[config.mk]
export PLATFORM = sky130hd
export DESIGN_NAME = alu_unit
export DESIGN_NICKNAME = d
export VERILOG_FILES = /design/src/rtl/alu_unit.sv
export SDC_FILE = /design/constraint.sdc
export NUM_CORES = 1
export LEC_CHECK = 0
export CAP_MARGIN = 25
export CORE_ASPECT_RATIO = 0.75
export CORE_MARGIN = 1.5
export CORE_UTILIZATION = 38
export CTS_CLUSTER_DIAMETER = 30
export DETAILED_ROUTE_END_ITERATION = 16
export GPL_ROUTABILITY_DRIVEN = 0
export PLACE_DENSITY = 0.57
export SLEW_MARGIN = 0
export SYNTH_ARGS = -nofsm -noshare
export SYNTH_HDL_FRONTEND = slang
export SYNTH_SLANG_ARGS = --single-unit
[constraint.sdc]
create_clock -name clk -period 7.3 [get_ports clk]
set_clock_uncertainty 0.1 [all_clocks]
set_input_delay 1.46 -clock clk [delete_from_list [all_inputs] [get_ports clk]]
set_output_delay 1.46 -clock clk [all_outputs]
set_load 0.1 [all_outputs]
[src/rtl/alu_unit.sv]
// Registered ALU with single-cycle logic/arithmetic ops and an 8-iteration
// shift-add multiplier; one done pulse per completed operation.
module alu_unit #(
  parameter int W = 8
) (
  input  logic         clk,
  input  logic         rst,
  input  logic         start,
  input  logic [2:0]   opcode,
  input  logic [W-1:0] acin,
  input  logic [W-1:0] opnd,
  output logic [W-1:0] alout,
  output logic         done,
  output logic         busy,
  output logic         cf,
  output logic         zf
);

  localparam logic [2:0] OP_ADD = 3'b000;
  localparam logic [2:0] OP_SUB = 3'b001;
  localparam logic [2:0] OP_AND = 3'b010;
  localparam logic [2:0] OP_OR  = 3'b011;
  localparam logic [2:0] OP_XOR = 3'b100;
  localparam logic [2:0] OP_NOT = 3'b101;
  localparam logic [2:0] OP_SHL = 3'b110;
  localparam logic [2:0] OP_MUL = 3'b111;

  localparam int CW = $clog2(W) + 1;

  typedef enum logic {IDLE, MUL} state_t;

  state_t           state_reg, state_next;
  logic [W-1:0]     alout_reg;
  logic             cf_reg, zf_reg, done_reg;
  logic [2*W-1:0]   mcand_reg, prod_reg, prod_next;
  logic [W-1:0]     mplier_reg;
  logic [CW-1:0]    count_reg;
  logic             last_iter, accept;

  logic [W:0]       sum, diff;
  logic [W-1:0]     alu_res;
  logic             alu_cf;

  assign accept    = start && (state_reg == IDLE);
  assign last_iter = (count_reg == CW'(W - 1));
  // Final iteration folds its partial product in combinationally so the
  // result can be loaded on the same edge that returns the FSM to IDLE.
  assign prod_next = prod_reg + (mplier_reg[0] ? mcand_reg : '0);

  assign sum  = {1'b0, acin} + {1'b0, opnd};
  assign diff = {1'b0, acin} - {1'b0, opnd};

  always_comb begin
    alu_res = '0;
    alu_cf  = 1'b0;
    case (opcode)
      OP_ADD: begin alu_res = sum[W-1:0];  alu_cf = sum[W];  end
      OP_SUB: begin alu_res = diff[W-1:0]; alu_cf = diff[W]; end
      OP_AND: alu_res = acin & opnd;
      OP_OR:  alu_res = acin | opnd;
      OP_XOR: alu_res = acin ^ opnd;
      OP_NOT: alu_res = ~acin;
      OP_SHL: begin alu_res = {acin[W-2:0], 1'b0}; alu_cf = acin[W-1]; end
      default: ;
    endcase
  end

  always_comb begin
    state_next = state_reg;
    case (state_reg)
      IDLE: if (accept && opcode == OP_MUL) state_next = MUL;
      MUL:  if (last_iter) state_next = IDLE;
      default: state_next = IDLE;
    endcase
  end

  always_ff @(posedge clk) begin
    if (rst) begin
      state_reg  <= IDLE;
      alout_reg  <= '0;
      cf_reg     <= 1'b0;
      zf_reg     <= 1'b0;
      done_reg   <= 1'b0;
      mcand_reg  <= '0;
      prod_reg   <= '0;
      mplier_reg <= '0;
      count_reg  <= '0;
    end else begin
      state_reg <= state_next;
      done_reg  <= 1'b0;
      if (accept) begin
        if (opcode == OP_MUL) begin
          mcand_reg  <= {{W{1'b0}}, acin};
          mplier_reg <= opnd;
          prod_reg   <= '0;
          count_reg  <= '0;
        end else begin
          alout_reg <= alu_res;
          cf_reg    <= alu_cf;
          zf_reg    <= (alu_res == '0);
          done_reg  <= 1'b1;
        end
      end else if (state_reg == MUL) begin
        prod_reg   <= prod_next;
        mcand_reg  <= mcand_reg << 1;
        mplier_reg <= mplier_reg >> 1;
        count_reg  <= count_reg + 1'b1;
        if (last_iter) begin
          alout_reg <= prod_next[W-1:0];
          cf_reg    <= |prod_next[2*W-1:W];
          zf_reg    <= (prod_next[W-1:0] == '0);
          done_reg  <= 1'b1;
        end
      end
    end
  end

  assign alout = alout_reg;
  assign cf    = cf_reg;
  assign zf    = zf_reg;
  assign done  = done_reg;
  assign busy  = (state_reg == MUL);

endmodule

==> results of run 1 <==
-- power by group through the flow --
stage	logic, W	registers (W)	clock network [W]
after global placement	0.000187	0.000329	0
after CTS	0.000190	0.000323	0.000317
after detailed placement	0.000189	0.000330	0
after floorplan	0.000105	0.000355	0
after global routing	0.000209	0.000324	0.000329
final	0.000192	0.000323	0.000309
-- worst min-delay path by stage --
stage	end	slack (ns)
after floorplan	mcand_reg[10]$_SDFFE_PP0P_	0.34
after global routing	mcand_reg[15]$_SDFFE_PP0P_	0.39
after detailed placement	alout[0]$_SDFFE_PP0P_	0.35
after global placement	alout[0]$_SDFFE_PP0P_	0.35
after CTS	alout[0]$_SDFFE_PP0P_	0.36
final	alout[0]$_SDFFE_PP0P_	0.36
-- layer usage --
| metal | part of all wire | up-vias | global-route usage | wire length, microns |
|---|---|---|---|---|
| met3 | 0.056 | 10 | 0.03781 | 772 |
| li1 | - | 2237 | - | - |
| met2 | 0.41 | 121 | 0.3203 | 5681 |
| met5 | 0 | - | 0 | 0 |
| met1 | 0.52 | 2177 | 0.3480 | 7144 |
| met4 | 0.0076 | 0 | 0.03333 | 104 |
-- cells in the final DEF (no fill, tap or decap), drive strengths merged, types with 3 or more instances in the layout --
master         count
or2                4
buf                7
o31ai              3
nand4              5
o21a               3
a22oi              5
xor2               5
fa                 3
nor2              64
o221ai             3
nor3              14
clkdlybuf4s50     32
and2              15
nand2b            10
a21o               8
ha                40
nor4               6
a211oi             8
a2111oi            5
nand2             77
a21oi             46
clkbuf             5
o211ai             6
mux2i              7
inv               28
dfxtp             56
o21bai             6
or3                4
a221oi             5
o21ai             22
nand3             32
xnor2              6
o22ai              4
nor2b             12
nor3b              3
a311oi            19
and3               4
a31oi              5
-- final cells by class --
cell class              instances  area [sq um]
multi-input cells             491          3206
fillers                      1191          6489
well taps                     162         202.7
repair buffers                 39         390.4
flip-flops and latches         56          1121
clock buffers                   5         125.1
clock inverters                 2         60.06
inverters                      28         105.1
-- stage by stage --
| stage | hold slack [ns] | instances | cell area, sq um | utilization |
|---|---|---|---|---|
| after floorplan | 0.3405 | 614 | 4589 | - |
| after global placement | 0.3495 | 775 | 4997 | 0.4272 |
| after detailed placement | 0.3532 | 776 | 5025 | 0.4295 |
| after CTS | 0.3637 | 783 | 5210 | 0.4453 |
| after global routing | 0.3877 | 783 | 5210 | 0.4453 |
| final | 0.3619 | 783 | 5210 | 0.4453 |
-- critical path, stage by stage --
cell and delay (ns):
clkdlybuf4s50_1 0.64, inv_1 0.13, ha_1 0.36, a21o_1 0.20
a211oi_1 0.45, o21bai_1 0.18, a221oi_1 0.30, o221ai_1 0.24
a211oi_1 0.39, nor3_1 0.07
-- kinds of logic after synthesis --
kind of cell / share of synthesized area
buf+inv: 0.05780
flops: 0.2443
fa+ha+maj: 0.1221
mux: 0.02017
simple gates: 0.2713
xor+xnor: 0.02099
compound gates: 0.2634
==> results.toml, run 1 <==
[drt]
firstDrtPassIters = 4
drc = 0
drt-wirelength-per-cell_microns = 17.50
via_per_inst = 5.805
vias = 4545
wl_mm = 13.70
drt_iter0_drc = 416
ant_nets = 0

[timing]
fin_setup_tns_ns = 0
worstMarginPinSlew_ns = 0.9974
fmax_mhz = 228.6
setup_slack_ns = 2.925
min_period_ns = 4.375
finalSetupViolations = 0
slew_violations = 0
maxSlewHeadroom = 0.3351
hold_viol = 0
rsz0062_at_grt = "false"
finalCritPeriodShare = 0.5993

[synth]
yosysTopAreaCellShare = 0.2443
ys_seq_area_frac = 0.2443
ys_seq_elements = 56
synth_nets = 679
syn_inst = 614
synth_cell_types = 67
async_flop_share = 0
synth_most_common_cell = "nand2_1"
synthTopCellsByArea = "dfxtp_1, ha_1, nand2_1"
avgSynthCellArea_sq_um = 7.475
synthesis.area_sq_um = 4589
synth_edf_count = 0
synth.largest_area_cell = "dfxtp_1"
ys_warn_count = 0
ys.flop_type = "dfxtp_1"
yosys-top-cells-count = "nand2_1, nor2_1, dfxtp_1, a21oi_1, ha_1"

[power_and_ir_drop]
power_frac_comb = 0.233
p_switching_w = 0.0002494
p_leak_nw = 2.037
p_seq_frac = 0.391
power.total_w = 0.0008247
vdd_drop_max_uv = 99.28
powerDensity_nw_per_um2 = 158.3
intPower_w = 0.0005753
clock_power_share = 0.375
switching_share = 0.3025

[cts]
clockBufferDepth = 2
cts_max_level = 2
tritoncts = "built"
cts.clk_slew.worst_paths_ns = 0.07
cts_resized = 0
clk_latency_ns = 0.30
holdBufCountCts = 0
cts.sinks = 56
post_cts_buffers = 0
cts_buffers = 5
root_buffer = "clkbuf_16"

[die]
die_x_microns = 129.9
die_h_microns = 98.18
dieArea_sq_um = 12750
ios = 34
start_util = 0.3923
num_rows = 34
coreArea_sq_um = 11700

[critical_path]
r2r_slack_ns = 3.77
r2r_start = "mplier_reg[0]$_SDFFE_PP0P_"
ff2ff_path_depth = 9
critPathCapture = "alout[5]$_SDFFE_PP0P_"
worstSetupPathType = "primary input to flip-flop"
cp-start-kind = "primary input"
worstPathRequired_ns = 7.36
cp.arrival_ns = 4.43
crit_path_end_kind = "flip-flop"
critical_path.startpoint = "acin[1]"
cp_max_fo = 7
r2r-end = "cf$_SDFFE_PP0P_"

[place]
io_buffers = 33
dp_worst_setup_slack_ns = 2.707
post-dp-hpwl_mm = 10.31

[final_layout]
finalNetCount = 686
num_antenna_cells = 0
drive_gt1_frac = 0.05314
syn_to_final_growth_pct = 13.52

[global_route]
grt_pass1_vias = 4239
grt_overflow = 0
grt_usage = 0.2224
antenna_found_initial = 0
grt_pass1_wl_mm = 22.56
grt_max_degree = 60

[run]
maxCapViolCount = 0

[worst_hold_path]
hold_path_startpoint = "alout[0]$_SDFFE_PP0P_"
hold_path_depth = 2
hp-class = "flip-flop to flip-flop"

[status]
status = "completed"
Note: power is estimated with default switching activity, not from simulation.
==> inputs of run 2 (changes only) <==
--- a/config.mk
+++ b/config.mk
@@ -12,7 +12,7 @@
 export CTS_CLUSTER_DIAMETER = 30
 export DETAILED_ROUTE_END_ITERATION = 16
 export GPL_ROUTABILITY_DRIVEN = 0
-export PLACE_DENSITY = 0.57
+export PLACE_DENSITY = 0.59
 export SLEW_MARGIN = 0
 export SYNTH_ARGS = -nofsm -noshare
 export SYNTH_HDL_FRONTEND = slang
==> constraint.sdc (replaced) <==
create_clock -name clk -period 4 [get_ports clk]
set_clock_uncertainty 0.1 [all_clocks]
set_input_delay 0.8 -clock clk [delete_from_list [all_inputs] [get_ports clk]]
set_output_delay 0.8 -clock clk [all_outputs]
set_load 0.1 [all_outputs]
==> run 2 against run 1 <==
Cell count up 2.2%. Clock-buffer cell count is the same. First-iteration DRC count up 3.6%. Setup slack worse by 2.6 ns. Combinational power increased by 92%. Global-route usage increased by 0.28 points. Routed wire length rose by 1.6%. Die area stayed put. Clock power up 63%. Sequential cell count did not move. Cell area up 1.5%. Critical path type unchanged. Highest routed layer unchanged.
==> results.toml, run 2 (synthesis gave the netlist of run 1 again) <==
[global_route]
grt_pass1_wl_mm = 22.83
antenna_found_initial = 0
grt_pass1_vias = 4413
grt_max_degree = 42
grt_usage = 0.2252
grt_overflow = 0

[die]
die_x_microns = 129.9
ios = 34
dieArea_sq_um = 12750
num_rows = 34
coreArea_sq_um = 11700
start_util = 0.3923
die_h_microns = 98.18

[drt]
drt_iter0_drc = 431
wl_mm = 13.92
ant_nets = 0
via_per_inst = 5.871
drc = 0
vias = 4697
drt-wirelength-per-cell_microns = 17.40
firstDrtPassIters = 5

[critical_path]
worstPathCellList = "clkdlybuf4s50_1 -> ha_1 -> fa_1 -> mux2i_1 -> o221ai_1 -> a211o_1 -> a2111o_1 -> or4_1 -> nor4_1 -> o2bb2ai_1"
critPathBufInv = 1
cp-start-kind = "primary input"
crit_path_end_kind = "flip-flop"
ff2ff_path_depth = 9
r2r-end = "cf$_SDFFE_PP0P_"
slowest_delay_ns = 0.58
worstSetupPathType = "primary input to flip-flop"
slowest_stage = "clkdlybuf4s50_1"
cp.arrival_ns = 3.78
r2r_start = "mplier_reg[0]$_SDFFE_PP0P_"
r2r_slack_ns = 0.58
cp_max_fo = 4
cp_top_family = "compound AO/OA/AOI/OAI gates"
worstPathRequired_ns = 4.13

[worst_hold_path]
hold_path_startpoint = "alout[0]$_SDFFE_PP0P_"
hold_path_depth = 2
hold_end = "alout[0]$_SDFFE_PP0P_"
hp-class = "flip-flop to flip-flop"

[place]
placed_cells = 792
post-dp-hpwl_mm = 10.50
io_buffers = 33
dp_worst_setup_slack_ns = 0.08781

[timing]
fin_setup_tns_ns = 0
fmax_mhz = 274.2
finalCritPeriodShare = 0.9118
setup_slack_ns = 0.3528
slew_violations = 0
worstMarginPinSlew_ns = 0.9796
min_period_ns = 3.647
hold_viol = 0
finalSetupViolations = 0
rsz0062_at_grt = "false"
maxSlewHeadroom = 0.3449

[status]
status = "completed"

[cts]
holdBufCountCts = 0
root_buffer = "clkbuf_16"
clockBufferDepth = 2
cts_resized = 0
tritoncts = "built"
post_cts_buffers = 0
cts_buffers = 5
cts.sinks = 56
cts_max_level = 2
cts.clk_slew.worst_paths_ns = 0.07
clk_latency_ns = 0.30

[final_layout]
final_common_cell = "nand2_1"
syn_to_final_growth_pct = 15.27
final_cell_mix = "nand2_1, nor2_1, dfxtp_1"
stdcell_count = 800
drive_gt1_frac = 0.07994
num_antenna_cells = 0
fillers = 1189
finalNetCount = 702

[run]
maxCapViolCount = 0

[power_and_ir_drop]
vdd_drop_max_uv = 160.0
p_leak_nw = 2.098
powerDensity_nw_per_um2 = 276.5
## run 2: changes by cell type in the layout (fill, tap and decap cells not counted)
| cell | delta |
|---|---|
| buf_4 | +18 |
| clkinvlp_4 | +1 |
| buf_16 | -1 |
| clkinv_2 | +1 |
| bufinv_16 | -1 |
| clkdlybuf4s50_1 | -1 |
## run 2: cell type report
type / instances / area [sq um] / area share
clock buffer: 5 / 125.1 / 0.02365
clock inverter: 3 / 42.54 / 0.008042
inverter: 28 / 105.1 / 0.01987
multi-input combinational: 491 / 3206 / 0.6060
sequential: 56 / 1121 / 0.2119
tap: 162 / 202.7 / 0.03832
timing repair buffer: 55 / 488.0 / 0.09224
## run 2: how the worst max path moves through the flow
stage	start	to	slack (ns)	cells past startpoint
floorplan	acin[0]	zf$_SDFFE_PP0P_	0.86	9
global placement	acin[0]	zf$_SDFFE_PP0P_	0.21	10
detailed placement	opnd[0]	zf$_SDFFE_PP0P_	0.09	10
CTS	opnd[0]	zf$_SDFFE_PP0P_	0.40	10
global route	acin[0]	zf$_SDFFE_PP0P_	0.25	12
finish	opnd[0]	zf$_SDFFE_PP0P_	0.35	10
## run 2: layer usage
layer	GRT usage	routed length, microns	vias up
met3	0.03288	998	14
met4	0.04786	153	0
met2	0.3211	5725	193
met1	0.3528	7040	2218
li1	-	-	2272
met5	0	0	-
## run 2: tightest hold or removal path, cell delays in order, from the launching register on
cell	delay (ns)
dfxtp_1	0.31
nand2_1	0.05
a21oi_1	0.05
## run 2: power breakdown
| part | total, W | switching (W) | internal (W) |
|---|---|---|---|
| sequential | 0.000589 | 0.0000144 | 0.000575 |
| clock | 0.000504 | 0.000210 | 0.000295 |
| combinational | 0.000369 | 0.000240 | 0.000129 |
| total | 0.00146 | 0.000464 | 0.000999 |
## run 2: per-stage QoR
| stage | hold slack [ns] | area (sq um) | power (W) | utilization |
|---|---|---|---|---|
| after floorplan | 0.3405 | 4589 | 0.0008391 | - |
| after CTS | 0.3610 | 5290 | 0.001471 | 0.4522 |
| final | 0.3536 | 5290 | 0.001463 | 0.4522 |
| after detailed placement | 0.3515 | 5122 | 0.0009644 | 0.4379 |
| after global placement | 0.3432 | 5122 | 0.0009568 | 0.4379 |
| after global routing | 0.3811 | 5290 | 0.001529 | 0.4522 |
